--- src/rtl/mem_port_arbiter_if.sv ---
// Handshake bundle between the fetch/load-store requesters, the arbiter and the memory.
// slave: arbiter view; master: requester/memory environment view.
interface mem_port_arbiter_if #(
    parameter int unsigned AW = 32,
    parameter int unsigned DW = 32
);
    logic          if_req;
    logic [AW-1:0] if_addr;
    logic [DW-1:0] if_rdata;
    logic          if_valid;
    logic          ls_req;
    logic          ls_we;
    logic [AW-1:0] ls_addr;
    logic [DW-1:0] ls_wdata;
    logic [DW-1:0] ls_rdata;
    logic          ls_done;
    logic          acc_err;
    logic          mem_req;
    logic          mem_we;
    logic [AW-1:0] mem_addr;
    logic [DW-1:0] mem_wdata;
    logic [DW-1:0] mem_rdata;
    logic          mem_ack;
    logic          busy;

    modport slave (
        input  if_req, if_addr, ls_req, ls_we, ls_addr, ls_wdata, mem_rdata, mem_ack,
        output if_rdata, if_valid, ls_rdata, ls_done, acc_err,
               mem_req, mem_we, mem_addr, mem_wdata, busy
    );

    modport master (
        output if_req, if_addr, ls_req, ls_we, ls_addr, ls_wdata, mem_rdata, mem_ack,
        input  if_rdata, if_valid, ls_rdata, ls_done, acc_err,
               mem_req, mem_we, mem_addr, mem_wdata, busy
    );
endinterface

--- src/rtl/mem_port_arbiter.sv ---
// Shares one single-port memory between instruction fetch and load/store.
// Load/store wins ties; every access runs IDLE -> REQ -> DONE with registered outputs.
module mem_port_arbiter #(
    parameter int unsigned AW       = 32,
    parameter int unsigned DW       = 32,
    parameter int unsigned MAX_WAIT = 15
) (
    input logic                i_clk,
    input logic                i_rst,
    mem_port_arbiter_if.slave  bus
);
    localparam int unsigned CW = $clog2(MAX_WAIT + 1);

    typedef enum logic [1:0] {S_IDLE, S_REQ, S_DONE} state_t;

    state_t        r_state;
    logic          r_owner_ls;
    logic          r_mem_req;
    logic          r_mem_we;
    logic [AW-1:0] r_addr;
    logic [DW-1:0] r_wdata;
    logic [DW-1:0] r_if_rdata;
    logic [DW-1:0] r_ls_rdata;
    logic          r_if_valid;
    logic          r_ls_done;
    logic          r_acc_err;
    logic          r_busy;
    logic [CW-1:0] r_wait_cnt;
    logic [CW-1:0] w_wait_nxt;
    logic          w_timeout;

    assign w_wait_nxt = r_wait_cnt + CW'(1);
    assign w_timeout  = (w_wait_nxt == CW'(MAX_WAIT));

    always_ff @(posedge i_clk or posedge i_rst) begin
        if (i_rst) begin
            r_state    <= S_IDLE;
            r_owner_ls <= 1'b0;
            r_mem_req  <= 1'b0;
            r_mem_we   <= 1'b0;
            r_addr     <= '0;
            r_wdata    <= '0;
            r_if_rdata <= '0;
            r_ls_rdata <= '0;
            r_if_valid <= 1'b0;
            r_ls_done  <= 1'b0;
            r_acc_err  <= 1'b0;
            r_busy     <= 1'b0;
            r_wait_cnt <= '0;
        end else begin
            r_if_valid <= 1'b0;
            r_ls_done  <= 1'b0;
            r_acc_err  <= 1'b0;
            case (r_state)
                S_IDLE: begin
                    if (bus.ls_req) begin
                        r_owner_ls <= 1'b1;
                        r_addr     <= bus.ls_addr;
                        r_mem_we   <= bus.ls_we;
                        r_wdata    <= bus.ls_wdata;
                        r_wait_cnt <= '0;
                        r_mem_req  <= 1'b1;
                        r_busy     <= 1'b1;
                        r_state    <= S_REQ;
                    end else if (bus.if_req) begin
                        r_owner_ls <= 1'b0;
                        r_addr     <= bus.if_addr;
                        r_mem_we   <= 1'b0;
                        r_wdata    <= '0;
                        r_wait_cnt <= '0;
                        r_mem_req  <= 1'b1;
                        r_busy     <= 1'b1;
                        r_state    <= S_REQ;
                    end
                end
                S_REQ: begin
                    // Done pulses are set here so they appear during the DONE cycle.
                    if (bus.mem_ack || w_timeout) begin
                        r_mem_req <= 1'b0;
                        r_mem_we  <= 1'b0;
                        r_acc_err <= !bus.mem_ack;
                        r_state   <= S_DONE;
                        if (r_owner_ls) begin
                            r_ls_done  <= 1'b1;
                            r_ls_rdata <= (bus.mem_ack && !r_mem_we) ? bus.mem_rdata : '0;
                        end else begin
                            r_if_valid <= 1'b1;
                            r_if_rdata <= bus.mem_ack ? bus.mem_rdata : '0;
                        end
                    end else begin
                        r_wait_cnt <= w_wait_nxt;
                    end
                end
                S_DONE: begin
                    r_busy  <= 1'b0;
                    r_state <= S_IDLE;
                end
                default: begin
                    r_busy  <= 1'b0;
                    r_state <= S_IDLE;
                end
            endcase
        end
    end

    assign bus.mem_req   = r_mem_req;
    assign bus.mem_we    = r_mem_we;
    assign bus.mem_addr  = r_addr;
    assign bus.mem_wdata = r_wdata;
    assign bus.if_rdata  = r_if_rdata;
    assign bus.if_valid  = r_if_valid;
    assign bus.ls_rdata  = r_ls_rdata;
    assign bus.ls_done   = r_ls_done;
    assign bus.acc_err   = r_acc_err;
    assign bus.busy      = r_busy;
endmodule

--- src/flat_wrapper.sv ---
// flat-port wrapper written by rule: the top's interface ports become plain ports
module mem_port_arbiter_flat 
#(
    parameter int unsigned AW       = 32,
    parameter int unsigned DW       = 32,
    parameter int unsigned MAX_WAIT = 15
)
  (i_clk, i_rst, bus_if_req, bus_if_addr, bus_ls_req, bus_ls_we, bus_ls_addr, bus_ls_wdata, bus_mem_rdata, bus_mem_ack, bus_if_rdata, bus_if_valid, bus_ls_rdata, bus_ls_done, bus_acc_err, bus_mem_req, bus_mem_we, bus_mem_addr, bus_mem_wdata, bus_busy);
  mem_port_arbiter_if #(.AW(AW), .DW(DW)) bus_i ();
  input logic i_clk;
  input logic i_rst;
  input wire logic [$bits(bus_i.if_req)-1:0] bus_if_req;
  input wire logic [$bits(bus_i.if_addr)-1:0] bus_if_addr;
  input wire logic [$bits(bus_i.ls_req)-1:0] bus_ls_req;
  input wire logic [$bits(bus_i.ls_we)-1:0] bus_ls_we;
  input wire logic [$bits(bus_i.ls_addr)-1:0] bus_ls_addr;
  input wire logic [$bits(bus_i.ls_wdata)-1:0] bus_ls_wdata;
  input wire logic [$bits(bus_i.mem_rdata)-1:0] bus_mem_rdata;
  input wire logic [$bits(bus_i.mem_ack)-1:0] bus_mem_ack;
  output wire logic [$bits(bus_i.if_rdata)-1:0] bus_if_rdata;
  output wire logic [$bits(bus_i.if_valid)-1:0] bus_if_valid;
  output wire logic [$bits(bus_i.ls_rdata)-1:0] bus_ls_rdata;
  output wire logic [$bits(bus_i.ls_done)-1:0] bus_ls_done;
  output wire logic [$bits(bus_i.acc_err)-1:0] bus_acc_err;
  output wire logic [$bits(bus_i.mem_req)-1:0] bus_mem_req;
  output wire logic [$bits(bus_i.mem_we)-1:0] bus_mem_we;
  output wire logic [$bits(bus_i.mem_addr)-1:0] bus_mem_addr;
  output wire logic [$bits(bus_i.mem_wdata)-1:0] bus_mem_wdata;
  output wire logic [$bits(bus_i.busy)-1:0] bus_busy;
  assign bus_i.if_req = bus_if_req;
  assign bus_i.if_addr = bus_if_addr;
  assign bus_i.ls_req = bus_ls_req;
  assign bus_i.ls_we = bus_ls_we;
  assign bus_i.ls_addr = bus_ls_addr;
  assign bus_i.ls_wdata = bus_ls_wdata;
  assign bus_i.mem_rdata = bus_mem_rdata;
  assign bus_i.mem_ack = bus_mem_ack;
  assign bus_if_rdata = bus_i.if_rdata;
  assign bus_if_valid = bus_i.if_valid;
  assign bus_ls_rdata = bus_i.ls_rdata;
  assign bus_ls_done = bus_i.ls_done;
  assign bus_acc_err = bus_i.acc_err;
  assign bus_mem_req = bus_i.mem_req;
  assign bus_mem_we = bus_i.mem_we;
  assign bus_mem_addr = bus_i.mem_addr;
  assign bus_mem_wdata = bus_i.mem_wdata;
  assign bus_busy = bus_i.busy;
  mem_port_arbiter #(.AW(AW), .DW(DW), .MAX_WAIT(MAX_WAIT)) u_core (.i_clk(i_clk), .i_rst(i_rst), .bus(bus_i));
endmodule
--- config.mk ---
export PLATFORM = sky130hd
export DESIGN_NAME = mem_port_arbiter_flat
export DESIGN_NICKNAME = d
export VERILOG_FILES = /design/src/rtl/mem_port_arbiter_if.sv /design/src/rtl/mem_port_arbiter.sv /design/src/flat_wrapper.sv
export SDC_FILE = /design/constraint.sdc
export NUM_CORES = 1
export LEC_CHECK = 0
export ABC_AREA = 1
export BUFFER_PORTS_ARGS = -buffer_cell sky130_fd_sc_hd__buf_2
export CORE_MARGIN = 2
export CORE_UTILIZATION = 50
export CTS_CLUSTER_DIAMETER = 30
export DETAILED_ROUTE_END_ITERATION = 7
export PLACE_DENSITY = 0.81
export SYNTH_ARGS = -nofsm -noshare
export SYNTH_HDL_FRONTEND = slang
export SYNTH_SLANG_ARGS = --single-unit
--- constraint.sdc ---
create_clock -name i_clk -period 9.12 [get_ports i_clk]
set_input_delay 1.368 -clock i_clk [delete_from_list [all_inputs] [get_ports i_clk]]
set_output_delay 1.368 -clock i_clk [all_outputs]
set_load 0.03 [all_outputs]
# Word level (Yosys, flattened, before mapping)

Index checks and enable logic that the tools add are counted.

Output and inout bits: 134
Bits in registers: 141
Input port bits: 134

Equality and inequality tests: 5
Muxes and demuxes: 31
Reductions and logical operators: 14
Bitwise logic cells: 2
Add/sub/neg operators: 1

Operators with widths:

| cell                                                                    | number |
|---|---|
| 32-bit 2-to-1 mux                                                       | 6 |
| 1-bit 2-to-1 mux                                                        | 14 |
| 4-bit 2-to-1 mux                                                        | 3 |
| 3-bit AND reduction                                                     | 4 |
| 4-bit case mux with 2 select lines                                      | 1 |
| 2-bit 2-to-1 mux                                                        | 3 |
| 1-bit case mux with 2 select lines                                      | 3 |
| 2-bit AND reduction                                                     | 3 |
| 4-bit by 1-bit adder with 4-bit output, second input constant           | 1 |
| 4-bit == test, second input constant                                    | 1 |
| 2-bit case mux with 2 select lines                                      | 1 |
| 2-bit nonzero test                                                      | 2 |
| 3-bit inequality test, second input constant                            | 1 |
| 2-bit by 1-bit == test with 1-bit output, second input constant         | 1 |
| 1-bit logical NOT                                                       | 2 |
| 2-bit logical NOT                                                       | 1 |
| 2-bit by 1-bit inequality test with 1-bit output, second input constant | 1 |
| 2-bit inequality test, second input constant                            | 1 |
| 1-bit inverter                                                          | 2 |
| 1-bit logical AND                                                       | 1 |
| 1-bit logical OR                                                        | 1 |

# Logic depth before layout (Yosys ltp)

Depth after elaboration: 5
Mapped depth: 11
Gate-level depth less buffers: 10

# Least setup slack after synthesis

No wires, ideal clock.

Path kind: in2reg
Start: input port bus_ls_req
End: register u_core.r_busy, in the netlist u_core.bus.busy
Setup slack: 6.830 ns
Stages: 5
Arrival: 2.158 ns
Library setup time: 0.132 ns
Data required time: 8.988 ns
Cell sequence: buf_2 > o21ai_2 > buf_2 > buf_2 > o21ai_0

Word-level cells in the longest chain between the ends: 2
Elaborated cells on any way between the ends: 4
Classes of those cells: 1 x eq/ne; 2 x mux; 1 x reduce/logical

Ends and longest elaborated chain:

| what                                                                      | line                   | source |
|---|---|---|
| from (decl)                                                               | flat_wrapper.sv:14     | `input wire logic [$bits(bus_i.ls_req)-1:0] bus_ls_req;` |
| 1-bit 2-to-1 mux or 3-bit inequality test (tied branches)                 | --                     |  |
| 1-bit case mux with 2 select lines or 2-bit AND reduction (tied branches) | --                     |  |
| to (signal assigned)                                                      | mem_port_arbiter.sv:48 | `r_busy <= 1'b0;` |
| to (signal assigned)                                                      | mem_port_arbiter.sv:63 | `r_busy <= 1'b1;` |
| to (signal assigned)                                                      | mem_port_arbiter.sv:72 | `r_busy <= 1'b1;` |
| to (decl)                                                                 | mem_port_arbiter.sv:27 | `logic r_busy;` |

Several ways; a longest one is shown, not always the timed one.
A chain may end at the register's enable or synchronous reset.

# Worst setup path after layout

Start: register u_core.r_owner_ls
End: register u_core.r_if_rdata[19], in the netlist u_core.bus.if_rdata[19]

Word-level cells in the longest chain between the ends: 2

Ends and longest elaborated chain:

| what                          | line                   | source |
|---|---|---|
| from (decl)                   | mem_port_arbiter.sv:17 | `logic r_owner_ls;` |
| from (signal assigned)        | mem_port_arbiter.sv:38 | `r_owner_ls <= 1'b0;` |
| from (signal assigned)        | mem_port_arbiter.sv:57 | `r_owner_ls <= 1'b1;` |
| from (signal assigned)        | mem_port_arbiter.sv:66 | `r_owner_ls <= 1'b0;` |
| 1-bit inverter (no line)      | --                     |  |
| 3-bit AND reduction (no line) | --                     |  |
| to (signal assigned)          | mem_port_arbiter.sv:88 | `r_if_rdata <= bus.mem_ack ? bus.mem_rdata : '0;` |
| to (decl)                     | mem_port_arbiter.sv:22 | `logic [DW-1:0] r_if_rdata;` |

No other way between the ends.

==> results.cfg <==
[sta]
hold_viol_final = 0
relSlewSlack = 0.216
fmax_mhz = 295
setup_slack_ps = 5740
clock_skew_ps = 4.33
min_period_ps = 3380
fin_setup_tns_ps = 0
rsz0062_at_grt = false
setup_viol = 0
worstMarginPinSlew_ps = 1180
period_share = 0.371
drv_slew = 0

[floorplan]
row_count = 40
die_area_um2 = 13400
ios = 268
core_um2 = 12100
die_w_um = 116
initial_utilization = 0.516
die_y_um = 116

[clock_tree]
clk_path_buf_depth = 2
clock-root-buffer = clkbuf_16
cts.sinks = 141
cts.clk_slew.worst_paths_ps = 60
cts.htree.levels = 4
clock_latency_ps = 420
cts_setup_buffers = 0
cts_resized = 0
cts_buffers = 17
postCtsHoldBufs = 0
cts_tree = done

[synth]
synthArstFlopShare = 1.00
synth_area_leaders = dfrtp_1 56%, nand2_1 17%, nand4_1 6.5%
yosys.area.top_type = dfrtp_1
synthFlopType = dfrtp_1
synth_compound_area_frac = 0.0371
synth_fp_nets = 878
ys_seq_area_frac = 0.565
synthesis.area_um2 = 6250
synth_top_area_share = 0.565
synthAdderAreaFrac = 0.00401
synthSimpleGateAreaFrac = 0.316
yosysUniqueCellTypes = 25
ys_warn_count = 0
synth-xor-area-share = 0
avgSynthCellArea_um2 = 8.42
synth_edf_count = 0
synth_top_family_by_area = simple AND/OR/NAND/NOR gates
synthMuxAreaShare = 0
synthCells = 742
ys_ff_latch = 141

[route]
postRouteAntennaNets = 0
drt_first_pass_iters = 6
wl_um = 17300
drc = 0
wl_per_cell_um = 14.9
viasPerCell = 5.08
vias = 5889
drt_iter0_drc = 570

[power_and_ir_drop]
p_sw_frac = 0.466
p_leak_nw = 4.69
p_sw_mw = 1.54
pwr-share-comb = 0.447
p_int_mw = 1.77
clockPowerShare = 0.220
pwr_density_cell_nw_per_um2 = 405
ir_drop_mv = 0.231
power_frac_seq = 0.332

[hold_path]
hp-class = reg -> reg

[final_layout]
design_area_um2 = 8170
final_nets = 1113
final_core_utilization = 0.674
area_growth_pct = 30.7
drive_above_1_share = 0.315

[place]
pre_cts_slack_ps = 5760
place.gp.congestion = 0.794
numPortBuffers = 267
placed_cell_area_um2 = 7530
dpl.hpwl_um = 11600

[critical_path]
arrival_ps = 3740
crit_type = reg -> reg
end_kind = flip-flop
path_max_fanout = 34
worstSetupStartpointType = flip-flop
crit_required_ps = 9470

[global_routing]
grt_overflow_total = 0
grt_pass1_vias = 5497
grt_usage = 0.264
grt_pass1_wl_um = 27000
grt_max_degree = 88
antenna_found_initial = 3

[run]
drv_cap = 0

[run_status]
status = finished, final reports clean
[power groups by stage]
stage               registers [mW]  logic (mW)  clock network, mW
floorplan                     1.62       0.531                  0
global placement              1.10        1.47                  0
detailed placement            1.10        1.49                  0
CTS                           1.10        1.49              0.739
global route                  1.13        1.61              0.767
finish                        1.10        1.48              0.729
[flip-flops by register name (all words and copies together) (netlist names), 2 cells and up]
| name | flops |
|---|---|
| u_core.bus.if_rdata | 32 |
| u_core.bus.ls_rdata | 32 |
| u_core.bus.mem_addr | 32 |
| u_core.bus.mem_wdata | 32 |
| u_core.r_wait_cnt | 4 |
| u_core.r_state | 2 |
[metal layers]
| metal | track usage | routed length, um | vias up |
|---|---|---|---|
| li1 | - | - | 2864 |
| met1 | 0.319 | 6870 | 2730 |
| met5 | 0 | 0 | - |
| met4 | 0.125 | 518 | 0 |
| met2 | 0.435 | 8550 | 261 |
| met3 | 0.0795 | 1390 | 34 |
[final timing paths]
| check | startpoint | end | slack [ps] | cells past startpoint |
|---|---|---|---|---|
| worst max-delay path | u_core.r_owner_ls | u_core.bus.if_rdata[19] | 5740 | 4 |
| worst min-delay path | u_core.bus.if_rdata[12] | u_core.bus.if_rdata[12] | 460 | 2 |
| worst max register to register | u_core.r_owner_ls | u_core.bus.if_rdata[19] | 5740 | 4 |
| worst min register to register | u_core.bus.if_rdata[12] | u_core.bus.if_rdata[12] | 460 | 2 |
| max in group asynchronous | i_rst | u_core.bus.mem_wdata[10] | 6870 | 3 |
| min in group asynchronous | i_rst | u_core.bus.ls_rdata[21] | 1070 | 2 |
[Yosys cell counts, types with 3 or more instances]
cell,n
clkbuf_1,27
nand4_1,65
inv_2,3
nand3_1,39
nor2_1,67
nand2_1,277
buf_4,6
inv_1,48
buf_2,15
dfrtp_1,141
a31oi_1,32
buf_6,6
[layout by cell type, fill, tap and decap left out, types with 2 or more instances in the layout]
cell type	n
clkbuf_16	17
clkbuf_8	2
diode_2	3
nand2_1	277
buf_4	4
nand3_4	2
ha_1	2
inv_1	47
bufinv_16	4
nand3_1	39
nor2_4	2
clkinv_2	3
a31oi_1	32
clkinvlp_4	3
buf_2	267
dfrtp_1	141
inv_2	3
nand4_1	65
nor2_1	67
[final cells by class]
cell class,count,area (um2)
Multi-Input combinational cell,494,2230
Inverter,52,200
Tap cell,168,210
Fill cell,1054,3950
Sequential cell,141,3530
Clock inverter,11,166
Timing Repair Buffer,271,1370
Clock buffer,20,457
Antenna cell,3,7.51
[per-stage QoR]
stage          std cells  total power [mW]  hold WS (ps)
6_report            1160              3.31           461
5_1_grt             1159              3.51           483
4_1_cts             1157              3.33           467
3_5_place_dp        1126              2.59           453
3_3_place_gp        1126              2.56           448
2_1_floorplan        742              2.15           498
[worst max-delay path, cell delays in order (launching register included)]
cell,delay [ps]
dfrtp_1,1120
clkinv_1,1210
nand3_4,750
nand2_1,130
nand2_1,90
[cell families after synthesis]
logic type,Yosys count
AO/OA/AOI/OAI,37
adder cells (fa/ha/maj),2
buffers and inverters,107
flip-flops,141
AND/OR/NAND/NOR,455
Power figures use the tool's default switching activity.
